$ cat config.mk
export PLATFORM = sky130hd
export DESIGN_NAME = alu_seq_master_flat
export DESIGN_NICKNAME = d
export VERILOG_FILES = /design/src/rtl/alu_seq_master_pkg.sv /design/src/rtl/alu_seq_master_if.sv /design/src/rtl/alu_seq_master_vec_ram.sv /design/src/rtl/alu_seq_master.sv /design/src/flat_wrapper.sv
export SDC_FILE = /design/constraint.sdc
export NUM_CORES = 2
export LEC_CHECK = 0
export ABC_AREA = 1
export CAP_MARGIN = 20
export CORE_MARGIN = 3
export CORE_UTILIZATION = 50
export DETAILED_ROUTE_END_ITERATION = 8
export PLACE_DENSITY = 0.66
export SYNTH_ARGS = -nofsm -noshare
export SYNTH_HDL_FRONTEND = slang
export SYNTH_SLANG_ARGS = --single-unit
$ cat constraint.sdc
create_clock -name clk -period 6.7 [get_ports clk]
set_input_delay 1.34 -clock clk [delete_from_list [all_inputs] [get_ports clk]]
set_output_delay 1.34 -clock clk [all_outputs]
set_load 0.005 [all_outputs]
$ cat src/rtl/alu_seq_master_pkg.sv
// Shared ALU command encodings and sequencer state type for the ALU self-test master,
// the ALU itself and any bench driving either of them.
package alu_seq_master_pkg;

    localparam int DEF_W = 32;

    typedef enum logic [1:0] {
        OP_NOP = 2'b00,
        OP_ADD = 2'b01,
        OP_SUB = 2'b10,
        OP_RSV = 2'b11
    } op_e;

    typedef enum logic [1:0] {
        S_IDLE  = 2'd0,
        S_ISSUE = 2'd1,
        S_WAIT  = 2'd2,
        S_DONE  = 2'd3
    } state_e;

    // Only the arithmetic commands have a golden value; OP_RSV results are stored unchecked.
    function automatic logic op_checked(input logic [1:0] cmd);
        return (cmd == OP_ADD) || (cmd == OP_SUB);
    endfunction

endpackage

$ cat src/rtl/alu_seq_master_if.sv
// Command/result link between the self-test master and the ALU.
// Handshake: the master presents alu_a/alu_b/alu_cmd for exactly one cycle (alu_cmd != OP_NOP)
// only after sampling alu_ready=1; the ALU answers with a one-cycle alu_valid pulse carrying
// alu_result. alu_cmd == OP_NOP means no request on that cycle.
interface alu_seq_master_if #(
    parameter int W = 32
);
    logic [W-1:0] alu_a;
    logic [W-1:0] alu_b;
    logic [1:0]   alu_cmd;
    logic [W-1:0] alu_result;
    logic         alu_valid;
    logic         alu_ready;

    modport master (
        output alu_a, alu_b, alu_cmd,
        input  alu_result, alu_valid, alu_ready
    );

    modport slave (
        input  alu_a, alu_b, alu_cmd,
        output alu_result, alu_valid, alu_ready
    );
endinterface

$ cat src/rtl/alu_seq_master_vec_ram.sv
// Simple DEPTH x DW memory with one write port and one registered read port.
// Contents are never reset so stored vectors and results survive a block reset.
module alu_seq_master_vec_ram #(
    parameter int DEPTH = 32,
    parameter int AW    = 5,
    parameter int DW    = 66
) (
    input  logic          clk,
    input  logic          i_we,
    input  logic [AW-1:0] i_waddr,
    input  logic [DW-1:0] i_wdata,
    input  logic [AW-1:0] i_raddr,
    output logic [DW-1:0] o_rdata
);
    logic [DW-1:0] r_mem [DEPTH];

    always_ff @(posedge clk) begin
        if (i_we) begin
            r_mem[i_waddr] <= i_wdata;
        end
        o_rdata <= r_mem[i_raddr];
    end
endmodule

$ cat src/rtl/alu_seq_master.sv
// ALU self-test initiator: replays a table of operand/command vectors into the ALU, stores each
// result, and counts results that disagree with the add/sub golden model.
module alu_seq_master
    import alu_seq_master_pkg::*;
#(
    parameter int W       = DEF_W,
    parameter int DEPTH   = 32,
    parameter int AW      = 5,
    parameter int TIMEOUT = 255
) (
    input  logic             clk,
    input  logic             reset,
    input  logic             cfg_we,
    input  logic [AW-1:0]    cfg_addr,
    input  logic [W-1:0]     cfg_a,
    input  logic [W-1:0]     cfg_b,
    input  logic [1:0]       cfg_cmd,
    input  logic [AW:0]      n_vec,
    input  logic             start,
    output logic             busy,
    output logic             done,
    output logic             timeout,
    output logic [15:0]      err_cnt,
    input  logic [AW-1:0]    rd_addr,
    output logic [W-1:0]     rd_result,
    alu_seq_master_if.master alu_bus,
    output state_e           dbg_state
);
    localparam int CW = $clog2(TIMEOUT + 1);
    localparam int VW = 2 * W + 2;

    state_e        r_state, w_state_nxt;
    logic [AW-1:0] r_idx, w_idx_nxt;
    logic [AW:0]   r_nvec, w_nvec_nxt;
    logic [CW-1:0] r_wcnt, w_wcnt_nxt, w_wcnt_inc;
    logic          r_busy, w_busy_nxt;
    logic          r_done, w_done_nxt;
    logic          r_timeout, w_timeout_nxt;
    logic [15:0]   r_err_cnt, w_err_cnt_nxt;
    logic [W-1:0]  r_alu_a, w_alu_a_nxt;
    logic [W-1:0]  r_alu_b, w_alu_b_nxt;
    logic [1:0]    r_alu_cmd, w_alu_cmd_nxt;
    logic [W-1:0]  r_exp, w_exp_nxt;
    logic          r_chk, w_chk_nxt;
    logic          w_last;
    logic          w_vec_we, w_res_we;
    logic [W-1:0]  w_res_wdata;
    logic [VW-1:0] w_vec_wdata, w_vec_rdata;
    logic [1:0]    w_v_cmd;
    logic [W-1:0]  w_v_a, w_v_b;

    assign w_vec_wdata = {cfg_cmd, cfg_a, cfg_b};
    assign w_v_cmd     = w_vec_rdata[VW-1 -: 2];
    assign w_v_a       = w_vec_rdata[2*W-1 -: W];
    assign w_v_b       = w_vec_rdata[W-1:0];
    assign w_last      = ({1'b0, r_idx} + (AW + 1)'(1)) == r_nvec;
    assign w_wcnt_inc  = r_wcnt + CW'(1);

    // Read address follows the next index so vec[idx] is already on the read port in ISSUE.
    alu_seq_master_vec_ram #(.DEPTH(DEPTH), .AW(AW), .DW(VW)) u_vec_ram (
        .clk     (clk),
        .i_we    (w_vec_we & reset),
        .i_waddr (cfg_addr),
        .i_wdata (w_vec_wdata),
        .i_raddr (w_idx_nxt),
        .o_rdata (w_vec_rdata)
    );

    alu_seq_master_vec_ram #(.DEPTH(DEPTH), .AW(AW), .DW(W)) u_res_ram (
        .clk     (clk),
        .i_we    (w_res_we & reset),
        .i_waddr (r_idx),
        .i_wdata (w_res_wdata),
        .i_raddr (rd_addr),
        .o_rdata (rd_result)
    );

    always_comb begin
        w_state_nxt   = r_state;
        w_idx_nxt     = r_idx;
        w_nvec_nxt    = r_nvec;
        w_wcnt_nxt    = r_wcnt;
        w_busy_nxt    = r_busy;
        w_done_nxt    = r_done;
        w_timeout_nxt = r_timeout;
        w_err_cnt_nxt = r_err_cnt;
        w_alu_a_nxt   = r_alu_a;
        w_alu_b_nxt   = r_alu_b;
        w_alu_cmd_nxt = OP_NOP;
        w_exp_nxt     = r_exp;
        w_chk_nxt     = r_chk;
        w_vec_we      = 1'b0;
        w_res_we      = 1'b0;
        w_res_wdata   = '0;

        case (r_state)
            S_IDLE, S_DONE: begin
                w_vec_we = cfg_we;
                if (start) begin
                    w_nvec_nxt    = n_vec;
                    w_err_cnt_nxt = '0;
                    w_timeout_nxt = 1'b0;
                    w_idx_nxt     = '0;
                    w_wcnt_nxt    = '0;
                    if (n_vec == '0) begin
                        w_state_nxt = S_DONE;
                        w_busy_nxt  = 1'b0;
                        w_done_nxt  = 1'b1;
                    end else begin
                        w_state_nxt = S_ISSUE;
                        w_busy_nxt  = 1'b1;
                        w_done_nxt  = 1'b0;
                    end
                end
            end

            S_ISSUE: begin
                if (w_v_cmd == OP_NOP) begin
                    // NOP vectors skip the ALU entirely and record a zero result.
                    w_res_we = 1'b1;
                    if (w_last) begin
                        w_state_nxt = S_DONE;
                        w_busy_nxt  = 1'b0;
                        w_done_nxt  = 1'b1;
                    end else begin
                        w_idx_nxt = r_idx + AW'(1);
                    end
                end else if (alu_bus.alu_ready) begin
                    w_alu_cmd_nxt = w_v_cmd;
                    w_alu_a_nxt   = w_v_a;
                    w_alu_b_nxt   = w_v_b;
                    w_exp_nxt     = (w_v_cmd == OP_SUB) ? (w_v_a - w_v_b) : (w_v_a + w_v_b);
                    w_chk_nxt     = op_checked(w_v_cmd);
                    w_wcnt_nxt    = '0;
                    w_state_nxt   = S_WAIT;
                end
            end

            S_WAIT: begin
                if (alu_bus.alu_valid) begin
                    w_res_we    = 1'b1;
                    w_res_wdata = alu_bus.alu_result;
                    w_wcnt_nxt  = '0;
                    if (r_chk && (alu_bus.alu_result != r_exp) && (r_err_cnt != 16'hFFFF)) begin
                        w_err_cnt_nxt = r_err_cnt + 16'd1;
                    end
                    if (w_last) begin
                        w_state_nxt = S_DONE;
                        w_busy_nxt  = 1'b0;
                        w_done_nxt  = 1'b1;
                    end else begin
                        w_idx_nxt   = r_idx + AW'(1);
                        w_state_nxt = S_ISSUE;
                    end
                end else if (w_wcnt_inc == CW'(TIMEOUT)) begin
                    w_wcnt_nxt    = '0;
                    w_timeout_nxt = 1'b1;
                    w_busy_nxt    = 1'b0;
                    w_done_nxt    = 1'b1;
                    w_state_nxt   = S_DONE;
                end else begin
                    w_wcnt_nxt = w_wcnt_inc;
                end
            end

            default: w_state_nxt = S_IDLE;
        endcase
    end

    always_ff @(posedge clk) begin
        if (!reset) begin
            r_state   <= S_IDLE;
            r_idx     <= '0;
            r_nvec    <= '0;
            r_wcnt    <= '0;
            r_busy    <= 1'b0;
            r_done    <= 1'b0;
            r_timeout <= 1'b0;
            r_err_cnt <= '0;
            r_alu_a   <= '0;
            r_alu_b   <= '0;
            r_alu_cmd <= OP_NOP;
            r_exp     <= '0;
            r_chk     <= 1'b0;
        end else begin
            r_state   <= w_state_nxt;
            r_idx     <= w_idx_nxt;
            r_nvec    <= w_nvec_nxt;
            r_wcnt    <= w_wcnt_nxt;
            r_busy    <= w_busy_nxt;
            r_done    <= w_done_nxt;
            r_timeout <= w_timeout_nxt;
            r_err_cnt <= w_err_cnt_nxt;
            r_alu_a   <= w_alu_a_nxt;
            r_alu_b   <= w_alu_b_nxt;
            r_alu_cmd <= w_alu_cmd_nxt;
            r_exp     <= w_exp_nxt;
            r_chk     <= w_chk_nxt;
        end
    end

    assign busy            = r_busy;
    assign done            = r_done;
    assign timeout         = r_timeout;
    assign err_cnt         = r_err_cnt;
    assign alu_bus.alu_a   = r_alu_a;
    assign alu_bus.alu_b   = r_alu_b;
    assign alu_bus.alu_cmd = r_alu_cmd;
    assign dbg_state       = r_state;
endmodule

$ cat src/flat_wrapper.sv
// flat-port wrapper written by rule: the top's interface ports become plain ports
module alu_seq_master_flat import alu_seq_master_pkg::*;
#(
    parameter int W       = DEF_W,
    parameter int DEPTH   = 32,
    parameter int AW      = 5,
    parameter int TIMEOUT = 255
)
  (clk, reset, cfg_we, cfg_addr, cfg_a, cfg_b, cfg_cmd, n_vec, start, busy, done, timeout, err_cnt, rd_addr, rd_result, dbg_state, alu_bus_alu_a, alu_bus_alu_b, alu_bus_alu_cmd, alu_bus_alu_result, alu_bus_alu_valid, alu_bus_alu_ready);
  alu_seq_master_if #(.W(W)) alu_bus_i ();
  input  logic clk;
  input  logic reset;
  input  logic cfg_we;
  input  logic [AW-1:0] cfg_addr;
  input  logic [W-1:0] cfg_a;
  input  logic [W-1:0] cfg_b;
  input  logic [1:0] cfg_cmd;
  input  logic [AW:0] n_vec;
  input  logic start;
  output logic busy;
  output logic done;
  output logic timeout;
  output logic [15:0] err_cnt;
  input  logic [AW-1:0] rd_addr;
  output logic [W-1:0] rd_result;
  output state_e dbg_state;
  output wire logic [$bits(alu_bus_i.alu_a)-1:0] alu_bus_alu_a;
  output wire logic [$bits(alu_bus_i.alu_b)-1:0] alu_bus_alu_b;
  output wire logic [$bits(alu_bus_i.alu_cmd)-1:0] alu_bus_alu_cmd;
  input wire logic [$bits(alu_bus_i.alu_result)-1:0] alu_bus_alu_result;
  input wire logic [$bits(alu_bus_i.alu_valid)-1:0] alu_bus_alu_valid;
  input wire logic [$bits(alu_bus_i.alu_ready)-1:0] alu_bus_alu_ready;
  assign alu_bus_alu_a = alu_bus_i.alu_a;
  assign alu_bus_alu_b = alu_bus_i.alu_b;
  assign alu_bus_alu_cmd = alu_bus_i.alu_cmd;
  assign alu_bus_i.alu_result = alu_bus_alu_result;
  assign alu_bus_i.alu_valid = alu_bus_alu_valid;
  assign alu_bus_i.alu_ready = alu_bus_alu_ready;
  alu_seq_master #(.W(W), .DEPTH(DEPTH), .AW(AW), .TIMEOUT(TIMEOUT)) u_core (.clk(clk), .reset(reset), .cfg_we(cfg_we), .cfg_addr(cfg_addr), .cfg_a(cfg_a), .cfg_b(cfg_b), .cfg_cmd(cfg_cmd), .n_vec(n_vec), .start(start), .busy(busy), .done(done), .timeout(timeout), .err_cnt(err_cnt), .rd_addr(rd_addr), .rd_result(rd_result), .alu_bus(alu_bus_i), .dbg_state(dbg_state));
endmodule
==> results.cfg <==
[outcome]
outcome = finished clean

[pwr]
comb_power_share = 0.150
internal_power_w = 0.0361
peakVddDrop_mv = 0.399
finalPower_w = 0.0504
p_seq_frac = 0.477
cellLeakagePower_nw = 55.0
power_density_nw_per_um2 = 321
swShare = 0.284
clockPowerShare = 0.373
p_switching_w = 0.0143

[timing]
timing.fmax_mhz = 202
setup-tns-final_ns = 0
drv_slew = 0
relSlewSlack = 0.177
rsz0062_at_grt = false
tightest_slew_ns = 1.23
fin_skew_ns = 0.0605
setup_viol = 0
finalCritPeriodShare = 0.739
fin_crit_ns = 4.95
hold_viol = 0

[clock_network]
cts.sinks = 3373
postCtsSetupRepairBufs = 0
clk_path_buf_depth = 4
cts_resized = 0
cts_root_buffer = clkbuf_16
worstSkewPairLatency_ns = 0.93
tritoncts = built
cts_buffers = 342
cts_hold_buf = 0
htreeDepth = 5
cts.clk_slew.worst_paths_ns = 0.06

[drt]
vias_per_cell = 6.08
wl_mm = 425
postRouteAntennaNets = 0
firstDrtPassIters = 6
via_count = 96700
wire_per_inst_microns = 26.7
drc = 0
initialDrtViolationCount = 13600

[hold_path]
hold_depth = 2
hold_path.class = reg2reg
hold_end = u_core.r_nvec[1]
min_from = u_core.r_nvec[1]

[worst_setup_path]
worstRegToRegCells = 22
worstPathArrival_ns = 5.81
reg2reg_to = u_core.u_vec_ram.o_rdata[5]
crit_fanout = 90
r2r_start = u_core.r_idx[0]
worstSetupEndpointType = flop
required_ns = 7.56
path_class = reg2reg
start_kind = flop
crit_path_start = u_core.r_idx[0]
rrSetupSlack_ns = 1.75

[synthesis]
synth_area_sq_um = 139000
yosysWarnings = 0
yosysTopAreaCell = edfxtp_1
netlist_instances = 11900
syn-mean-instance-area_sq_um = 11.7
async_flop_share = 0
yosysTopAreaCellShare = 0.675
synth-seq-area-share = 0.709
synth_cell_types = 46
ys_top_cells_by_area = edfxtp_1 (68%), nand3_1 (9.7%), nand2_1 (5.3%), dfxtp_1 (3.4%), o21ai_0 (2.4%)
synth_edf_count = 3136
synth_ff_type = edfxtp_1
syn_nets = 12100
synth_seq_cells = 3373

[global_route]
grt_use_total = 0.289
grt.busiest_layer = met2
grt_util_met3 = 0.0486
grt_pass1_wl_mm = 617
grtUsageMet1 = 0.377
grt_use_met2 = 0.464
gr-total-overflow = 0
grt_pass1_vias = 91800
grt_start_max_net_pins = 194
antenna_found_initial = 37

[run]
cap_violations = 0

[layout]
fin_area_sq_um = 157000
postLayoutCoreUtil = 0.568
drive_above_1_share = 0.0726
final_cell_mix = edfxtp_1 (3136), nand3_1 (2709), nand2_1 (1973)
layout.cells.non_filler = 15900
area_growth_pct = 12.7
final_common_cell = edfxtp_1
final_nets = 12100
fillers = 22100

[floorplan]
core_sq_um = 277000
io_pins = 239
fp.dieH_microns = 534
die-area_sq_um = 285000
fp-row-count = 193
die_x_microns = 534
initial_utilization = 0.504

[placed_design]
placed_cells = 15200
gp_congestion = 0.887
io_buffers = 238
hpwlAfterDp_mm = 221
postPlaceCellArea_sq_um = 146000
[power groups by stage]
stage | registers, W | clock network [W] | logic, W
final | 0.0240 | 0.0188 | 0.00757
after global routing | 0.0240 | 0.0198 | 0.00821
after CTS | 0.0240 | 0.0190 | 0.00739
after detailed placement | 0.0245 | 0 | 0.00737
after global placement | 0.0245 | 0 | 0.00727
after floorplan | 0.0241 | 0 | 0.00515
[layout make-up]
cell class | instances | area [sq um] | share of cell area
antenna | 15 | 37.5 | 0.000239
clock buffer | 470 | 9480 | 0.0603
clock inverter | 164 | 1550 | 0.00988
inverter | 621 | 2390 | 0.0152
multi-input combinational | 7059 | 34500 | 0.220
sequential | 3373 | 98900 | 0.629
tap | 3705 | 4640 | 0.0295
timing repair buffer | 501 | 5730 | 0.0364
[worst max-delay path, cell delays in order, from the launching register on]
cell     delay, ns
dfxtp_1       0.57
inv_1         0.23
ha_1          0.38
inv_1         0.06
nand2_1       0.06
nand2_1       0.08
nor2_1        0.12
nand2_1       0.06
nor2_1        0.25
nand3_2       0.29
nand2_1       0.25
nand2_8       0.31
nand2_8       0.58
buf_12        0.42
buf_4         0.40
nand2_1       0.09
nand2_1       0.07
nand2_1       0.05
nand3_1       0.11
nand3_1       0.10
nand2_1       0.11
nand2_1       0.06
nand2_1       0.09
[cells by family (layout without fill, tap and decap cells)]
family          Yosys count  in the layout  synth area share
fa+ha+maj                44             44           0.00400
other cells               0             15                 0
simple gates           5770           5770             0.184
buf+inv                1456           1756            0.0478
compound gates         1148           1148            0.0487
xor+xnor                 97             97           0.00609
flops                  3373           3373             0.709
[state kept, by name, summed over array words and instances (netlist names)]
name                      cells
u_core.u_vec_ram.r_mem     2112
u_core.alu_bus.alu_cmd        2
u_core.r_wcnt                 8
u_core.alu_bus.alu_a         32
u_core.u_vec_ram.o_rdata     66
u_core.dbg_state              2
u_core.timeout                1
u_core.busy                   1
u_core.r_exp                 32
u_core.r_nvec                 6
u_core.u_res_ram.o_rdata     32
u_core.r_chk                  1
u_core.u_res_ram.r_mem     1024
u_core.done                   1
u_core.alu_bus.alu_b         32
u_core.r_idx                  5
u_core.err_cnt               16
[through the flow]
stage,setup WS (ns),hold WS [ns]
detailed placement,1.43,0.466
floorplan,1.61,0.433
global placement,1.45,0.463
finish,1.75,0.472
global route,1.53,0.508
CTS,1.90,0.475
[metal layers]
metal,vias to the layer above,share of wire
met4,8,0.060
li1,42600,-
met5,-,0.00012
met2,5420,0.47
met3,1069,0.097
met1,47600,0.37
[synth_stat cells (2+ instances only)]
cell	number
a211oi_1	2
a21o_1	3
a21oi_1	102
a22oi_1	3
a31oi_1	43
a32oi_1	27
buf_1	12
buf_2	350
buf_4	90
buf_6	54
clkbuf_1	328
clkinv_1	3
dfxtp_1	237
edfxtp_1	3136
ha_1	43
inv_1	610
inv_2	6
inv_4	2
nand2_1	1974
nand2_2	5
nand3_1	2709
nand3_2	2
nand3b_1	138
nand4_1	22
nor2_1	887
nor3_1	14
nor4_1	8
o2111ai_1	2
o211ai_1	7
o21a_1	4
o21ai_0	679
o21ai_1	4
o21ai_2	2
o21bai_1	5
o221ai_1	192
o22ai_1	70
o311ai_0	2
or2_2	8
xnor2_1	51
xor2_1	46
[worst max path at each step]
stage,end,depth (start not counted)
6_report,u_core.u_vec_ram.o_rdata[5],22
5_1_grt,u_core.u_vec_ram.o_rdata[5],22
4_1_cts,u_core.u_vec_ram.o_rdata[5],22
3_5_place_dp,u_core.u_vec_ram.o_rdata[5],16
3_3_place_gp,u_core.u_vec_ram.o_rdata[13],17
2_1_floorplan,u_core.u_vec_ram.r_mem[0][0],4
Power figures use the tool's default switching activity.
